## src/rtl/ws2812_driver.sv

```systemverilog
// rtl/ws2812_driver.sv - WS2812 single-wire serialiser for one GRB colour triple
module ws2812_driver #(
    parameter int BIT_CYCLES   = 12,
    parameter int T0H_CYCLES   = 4,
    parameter int T1H_CYCLES   = 8,
    parameter int RESET_CYCLES = 600,
    parameter int NUM_LEDS     = 1
) (
    input  logic       clk,
    input  logic       reset,
    input  logic [7:0] red,
    input  logic [7:0] green,
    input  logic [7:0] blue,
    input  logic       valid,
    output logic       ready,
    output logic       dout,
    output logic       frame_done
);
    localparam int CNT_MAX = (BIT_CYCLES > RESET_CYCLES) ? BIT_CYCLES : RESET_CYCLES;
    localparam int CW      = $clog2(CNT_MAX + 1);
    localparam int LW      = (NUM_LEDS > 1) ? $clog2(NUM_LEDS) : 1;

    localparam logic [CW-1:0] HI0_LAST   = CW'(T0H_CYCLES - 1);
    localparam logic [CW-1:0] HI1_LAST   = CW'(T1H_CYCLES - 1);
    localparam logic [CW-1:0] BIT_LAST   = CW'(BIT_CYCLES - 1);
    localparam logic [CW-1:0] LATCH_LAST = CW'(RESET_CYCLES - 1);
    localparam logic [LW-1:0] LED_LAST   = LW'(NUM_LEDS - 1);

    typedef enum logic [1:0] {IDLE, HIGH, LOW, LATCH} state_t;

    state_t        state;
    logic [CW-1:0] cnt;
    logic [4:0]    bit_cnt;
    logic [LW-1:0] led_cnt;
    logic [23:0]   shreg;
    logic [23:0]   hold;

    // cnt runs across a whole bit (HIGH then LOW) so each bit is exactly BIT_CYCLES long
    always_ff @(posedge clk or negedge reset) begin
        if (!reset) begin
            state      <= IDLE;
            cnt        <= '0;
            bit_cnt    <= '0;
            led_cnt    <= '0;
            shreg      <= '0;
            hold       <= '0;
            ready      <= 1'b1;
            dout       <= 1'b0;
            frame_done <= 1'b0;
        end else begin
            dout       <= (state == HIGH);
            frame_done <= 1'b0;
            case (state)
                IDLE: begin
                    if (valid) begin
                        shreg   <= {green, red, blue};
                        hold    <= {green, red, blue};
                        cnt     <= '0;
                        bit_cnt <= '0;
                        led_cnt <= '0;
                        ready   <= 1'b0;
                        state   <= HIGH;
                    end
                end
                HIGH: begin
                    cnt <= cnt + 1'b1;
                    if (cnt == (shreg[23] ? HI1_LAST : HI0_LAST))
                        state <= LOW;
                end
                LOW: begin
                    if (cnt == BIT_LAST) begin
                        cnt <= '0;
                        if (bit_cnt != 5'd23) begin
                            shreg   <= {shreg[22:0], 1'b0};
                            bit_cnt <= bit_cnt + 5'd1;
                            state   <= HIGH;
                        end else if (led_cnt != LED_LAST) begin
                            shreg   <= hold;
                            bit_cnt <= '0;
                            led_cnt <= led_cnt + LW'(1);
                            state   <= HIGH;
                        end else begin
                            frame_done <= (RESET_CYCLES == 1);
                            state      <= LATCH;
                        end
                    end else begin
                        cnt <= cnt + 1'b1;
                    end
                end
                LATCH: begin
                    if (cnt == LATCH_LAST) begin
                        ready <= 1'b1;
                        state <= IDLE;
                    end else begin
                        cnt        <= cnt + 1'b1;
                        frame_done <= ((cnt + CW'(1)) == LATCH_LAST);
                    end
                end
                default: state <= IDLE;
            endcase
        end
    end
endmodule

```

## config.mk

```make
export PLATFORM = sky130hd
export DESIGN_NAME = ws2812_driver
export DESIGN_NICKNAME = d
export VERILOG_FILES = /design/src/rtl/ws2812_driver.sv
export SDC_FILE = /design/constraint.sdc
export NUM_CORES = 1
export LEC_CHECK = 0
export ABC_CLOCK_PERIOD_IN_PS = 3700
export BUFFER_PORTS_ARGS = -buffer_cell sky130_fd_sc_hd__clkbuf_2
export CAP_MARGIN = 20
export CORE_MARGIN = 10
export CORE_UTILIZATION = 35
export DETAILED_ROUTE_END_ITERATION = 10
export GPL_TIMING_DRIVEN = 1
export PLACE_DENSITY_LB_ADDON = 0.12
export SLEW_MARGIN = 20
export SYNTH_ARGS = -nofsm -noshare
export SYNTH_HDL_FRONTEND = slang
export SYNTH_SLANG_ARGS = --single-unit
```

## constraint.sdc

```tcl
create_clock -name clk -period 3.7 [get_ports clk]
set_clock_uncertainty 0.2 [all_clocks]
set_input_delay 0.185 -clock clk [delete_from_list [all_inputs] [get_ports clk]]
set_output_delay 0.185 -clock clk [all_outputs]
set_load 0.02 [all_outputs]
```

==> impl_metrics.json, run 1 <==
{
  "cp.required_ps": 3690,
  "start_kind": "flip-flop",
  "rsz0062_at_grt": "false",
  "placed_cell_area_um2": 3770,
  "antenna_left": 0,
  "crit_arrival_ps": 2560,
  "die_w_um": 120,
  "cts_max_level": 3,
  "syn_area_per_cell_um2": 9.93,
  "track_usage_pct": 11.5,
  "irDropWorstVdd_uv": 269,
  "postCtsSetupBuffers": 0,
  "powerDensity_nw_per_um2": 744,
  "power_switching_w": 0.00112,
  "ys.warnings.count": 0,
  "firstDrtPassIters": 4,
  "clk_pin_slew_ps": 80,
  "tns_ps": 0,
  "core_region_area_um2": 9770,
  "wl_per_cell_um": 14.7,
  "p_leak_nw": 1.84,
  "min_path_type": "in2reg",
  "cp.buffers_inverters": 2,
  "period_share_pct": 69.5,
  "seqPwrFrac_pct": 42.9,
  "stdcell_area_um2": 4260,
  "numCtsBuffers": 9,
  "yosysUniqueCellTypes": 50,
  "async_flop_share_pct": 100,
  "syn_nets": 385,
  "cts_buffer_depth": 2,
  "boundaryPins": 30,
  "vias": 2756,
  "routed_wl_um": 8000,
  "die-area_um2": 14500,
  "relSlewSlack_pct": 41.7,
  "crit_slowest_cell": "dfrtp_2",
  "cts_root_buf": "clkbuf_8",
  "rows": 36,
  "avgViaCountPerCell": 5.08,
  "grt_max_degree": 33,
  "numPortBuffers": 29,
  "tightest_slew_ps": 871,
  "slowest_delay_ps": 670,
  "power_frac_comb_pct": 33.7,
  "cts_sinks": 67,
  "cts_tree": "built",
  "place.gp.congestion": 0.814,
  "ys.flop_type": "dfrtp_1",
  "drv_slew": 0,
  "cap_violations": 0,
  "place_hpwl_um": 5460,
  "fmax_ghz": 0.389,
  "grt_antenna_before_repair": 0,
  "synth_area_um2": 3520,
  "endpoint_kind": "flip-flop",
  "n_antenna_cell": 0,
  "area_growth_pct": 21.3,
  "die_h_um": 120,
  "seq_area_frac_synth_pct": 47.7,
  "hold_viol": 0,
  "start_util_pct": 36.0,
  "grt_pass1_vias": 2791,
  "intPower_w": 0.00205,
  "clk_latency_ps": 340,
  "grt.overflow.total": 0,
  "path_cells": "buf_4 > inv_1 > o41a_1 > o22ai_1 > o21ai_0",
  "drc_errors": 0,
  "sw_frac_of_total_pct": 35.4,
  "first_iter_violations": 151,
  "synthCells": 354,
  "p_clk_share_pct": 23.4,
  "worstPathMaxFanout": 32,
  "status": "finished, final reports clean",
  "ys_ff_latch": 67,
  "drive_gt1_share_pct": 22.0,
  "grt_pass1_wl_um": 13800,
  "setup_viol": 0,
  "period_needed_ps": 2570,
  "crit_type": "reg2reg",
  "synth-edff-count": 0,
  "critPathTopFamily": "compound AO/OA/AOI/OAI gates",
  "nets": 437
}
[synth_stat cells, drive strengths merged, types with 3 or more instances]
master,count,area share (%)
buf,13,2.3
nand4b,3,0.75
inv,16,1.7
clkbuf,7,0.75
o21ai,12,1.7
nor3,7,1.5
nor2,36,3.8
ha,4,1.4
a21oi,8,1.5
xnor2,3,0.75
nand3,5,0.71
and3,7,1.3
dfrtp,66,47
o22ai,9,1.6
mux2,46,15
o2bb2ai,3,0.75
and4,3,0.75
nand4,4,0.71
a31oi,26,4.6
nand2,52,5.6
[per-layer routing]
metal	wire (um)	GRT usage, %
met3	278	3.07
met4	73	3.17
met2	3830	18.7
met5	0	0
met1	3820	14.9
[sequential cells by signal, summed over array words and instances, names as in the netlist]
register    count
hold           23
frame_done      1
dout            1
state           2
shreg          24
bit_cnt         5
ready           1
cnt            10
[final timing paths]
check / end / start / cells after the start / slack, ps
max in group asynchronous: shreg[3] / reset / 3 / 2310
min in group asynchronous: shreg[17] / reset / 2 / 250
worst max-delay path: cnt[2] / state[1] / 5 / 1130
worst min-delay path: bit_cnt[1] / valid / 4 / 60
worst max register to register: cnt[2] / state[1] / 5 / 1130
worst min register to register: shreg[20] / shreg[20] / 1 / 290
[stage by stage]
step	std cells	worst slack, ps	hold WS [ps]	power, W	util [%]
5_1_grt	543	903	118	0.00343	43.6
3_5_place_dp	503	1130	86.6	0.00243	38.6
2_1_floorplan	354	1560	-311	0.00217	-
3_3_place_gp	503	1160	86.6	0.00242	38.6
4_1_cts	543	1100	55.9	0.00320	43.6
6_report	543	1130	61.4	0.00317	43.6
[kinds of logic after synthesis]
kind of cell | share of synthesized area (%)
compound gates | 13.5
xor+xnor | 0.747
fa+ha+maj | 1.42
buf+inv | 4.80
flops | 47.7
mux | 14.7
simple gates | 17.1
[repair_timing]
action	4_1_cts	5_1_grt
hold buffers	25	0
resized for setup	0	0
hold endpoints to repair	52	0
[area by class of cell]
type                    instances  area (um^2)
well taps                     133          166
flip-flops and latches         67         1680
multi-input cells             251         1670
inverters                      16         60.1
clock buffers                   9          124
clock inverters                 6          115
repair buffers                 61          448
fillers                       955         5510
[power groups by stage]
stage / logic [W] / clock network [W] / registers, W
after floorplan: 0.000933 / 0 / 0.00124
after global placement: 0.00105 / 0 / 0.00137
after detailed placement: 0.00106 / 0 / 0.00137
after CTS: 0.00108 / 0.000759 / 0.00136
after global routing: 0.00121 / 0.000794 / 0.00142
final: 0.00107 / 0.000744 / 0.00136
[tightest hold or removal path: stages]
cell      delay (ps)
clkbuf_2         130
nor2_1           100
o21ai_0           70
o21ai_0           80
[layout by cell type, fill, tap and decap left out, drive strengths merged, types with 2 or more instances in the layout]
cell type / synthesis / layout
ha: 4 / 4
clkbuf: 7 / 37
nand2b: 2 / 2
a21o: 2 / 2
clkinv: 0 / 2
o21ai: 12 / 12
and3: 7 / 7
nand3: 5 / 5
buf: 13 / 8
xnor2: 3 / 3
o2bb2ai: 3 / 3
nand4: 4 / 4
or3: 2 / 2
dfrtp: 66 / 66
o22ai: 9 / 9
dlygate4sd3: 0 / 25
and4b: 2 / 2
a21oi: 8 / 8
nor2: 36 / 36
a31oi: 26 / 26
mux2: 46 / 46
nand2: 52 / 52
bufinv: 0 / 3
and4: 3 / 3
inv: 16 / 16
nand4b: 3 / 3
nor3: 7 / 7
Note: power is estimated with default switching activity, not from simulation.
==> inputs of run 2 (changes only) <==
--- a/config.mk
+++ b/config.mk
@@ -5,7 +5,7 @@
 export SDC_FILE = /design/constraint.sdc
 export NUM_CORES = 1
 export LEC_CHECK = 0
-export ABC_CLOCK_PERIOD_IN_PS = 3700
+export ABC_CLOCK_PERIOD_IN_PS = 2200
 export BUFFER_PORTS_ARGS = -buffer_cell sky130_fd_sc_hd__clkbuf_2
 export CAP_MARGIN = 20
 export CORE_MARGIN = 10
==> constraint.sdc (replaced) <==
create_clock -name clk -period 2.2 [get_ports clk]
set_clock_uncertainty 0.2 [all_clocks]
set_input_delay 0.11 -clock clk [delete_from_list [all_inputs] [get_ports clk]]
set_output_delay 0.11 -clock clk [all_outputs]
set_load 0.02 [all_outputs]
==> impl_metrics.json, run 2 (same netlist as run 1, synthesis figures left out) <==
{
  "grt_pass1_wl_um": 14200,
  "min_path_type": "in2async",
  "numPortBuffers": 29,
  "drv_slew": 0,
  "routed_wl_um": 8150,
  "worstPathMaxFanout": 28,
  "setup_viol": 0,
  "fmax_ghz": 0.480,
  "nFillCells": 965,
  "cts_resized": 0,
  "start_kind": "flip-flop",
  "grt_pass1_vias": 2976,
  "die_w_um": 120,
  "grt.overflow.total": 0,
  "start_util_pct": 36.0,
  "first_iter_violations": 110,
  "largest_register_ffs": 24,
  "postCtsSetupBuffers": 0,
  "crit_arrival_ps": 2110,
  "track_usage_pct": 11.9,
  "area_growth_pct": 23.9,
  "post_layout_nonfiller_instances": 560,
  "n_antenna_cell": 0,
  "relSlewSlack_pct": 52.0,
  "boundaryPins": 30,
  "period_needed_ps": 2080,
  "post-place-ws_ps": 104,
  "numCtsBuffers": 9,
  "avgViaCountPerCell": 5.02,
  "vias": 2813,
  "status": "finished, final reports clean",
  "die-area_um2": 14500,
  "tns_ps": 0,
  "dp.cells": 518,
  "place.gp.congestion": 0.793,
  "core_region_area_um2": 9770,
  "crit_type": "reg2reg",
  "endpoint_kind": "flip-flop",
  "clk_latency_ps": 340,
  "mostFrequentLayoutCell": "dfrtp_1",
  "powerDensity_nw_per_um2": 1190,
  "biggestRegsByFlops": "shreg x24, hold x23, cnt x10",
  "drive_gt1_share_pct": 24.6,
  "p_leak_nw": 1.89,
  "firstDrtPassIters": 4,
  "grt_max_degree": 34,
  "die_h_um": 120,
  "cts_buffer_depth": 2,
  "cts_sinks": 67,
  "tightest_slew_ps": 715,
  "rows": 36,
  "clk_pin_slew_ps": 70,
  "regMostFlops": "shreg",
  "most-common-layout-cells": "65 x dfrtp_1, 52 x nand2_1, 35 x nor2_1",
  "cap_violations": 0,
  "wl_per_cell_um": 14.6,
  "drc_errors": 0,
  "irDropWorstVdd_uv": 567,
  "place_hpwl_um": 5530,
  "nets": 453,
  "cts_root_buf": "clkbuf_8",
  "fin_ws_ps": 116,
  "cts_tree": "built",
  "period_share_pct": 94.7,
  "grt_antenna_before_repair": 0,
  "antenna_left": 0,
  "hold_viol": 0,
  "cts_max_level": 3,
  "cp.required_ps": 2220,
  "rsz0062_at_grt": "false"
}
-- run 2: cell count changes in the layout (fill, tap and decap cells not counted) --
cell	delta
buf_4	+12
buf_12	+3
bufinv_16	-3
clkinv_2	+2
clkbuf_1	+1
clkinvlp_4	+1
dlygate4sd3_1	+1
-- run 2: per-layer routing --
metal / vias to the layer above / global-route usage [%] / share of wire [%] / routed length (um)
li1: 1398 / - / - / -
met1: 1369 / 14.8 / 49 / 3990
met2: 42 / 19.4 / 47 / 3810
met3: 4 / 3.77 / 3.6 / 294
met4: 0 / 3.85 / 0.76 / 62
met5: - / 0 / 0 / 0
-- run 2: what timing repair did --
action / 4_1_cts / 5_1_grt
hold buffers: 26 / 0
endpoints found under the setup margin: 0 / 0
hold endpoints to repair: 68 / 0
-- run 2: power by group --
part | switching [W] | internal [W]
sequential | 0.000354 | 0.00180
clock | 0.000490 | 0.000409
combinational | 0.00107 | 0.00105
total | 0.00191 | 0.00326
-- run 2: critical path, cell delays in order, from the launching register on --
cell	delay, ps
dfrtp_1	410
ha_1	260
nand4b_1	130
nand4_1	180
a21oi_4	220
buf_12	210
mux2_2	350
-- run 2: final timing paths --
path	startpoint	end	slack (ps)	depth (start not counted)
worst max register to register	bit_cnt[0]	shreg[4]	120	6
worst max-delay path	bit_cnt[0]	shreg[4]	120	6
worst min register to register	shreg[17]	shreg[17]	290	1
max in group asynchronous	reset	shreg[8]	1000	3
worst min-delay path	reset	cnt[7]	100	2
min in group clk	shreg[17]	shreg[17]	290	1
-- run 2: metrics by stage --
stage | power [W] | util [%] | hold WS (ps) | instance area (um^2)
finish | 0.00517 | 44.6 | 96.2 | 4360
detailed placement | 0.00428 | 40.2 | -56.2 | 3930
floorplan | 0.00365 | - | -386 | 3520
global placement | 0.00425 | 40.2 | -52.6 | 3930
CTS | 0.00525 | 44.6 | 96.9 | 4360
global route | 0.00563 | 44.6 | 130 | 4360
-- run 2: area by class of cell --
cell class	instances	area (um^2)	share of cell area, %
inverter	16	60.1	1.38
clock inverter	6	42.5	0.977
multi-input combinational	251	1670	38.4
sequential	67	1680	38.6
timing repair buffer	77	608	14.0
tap	133	166	3.82
clock buffer	10	128	2.93
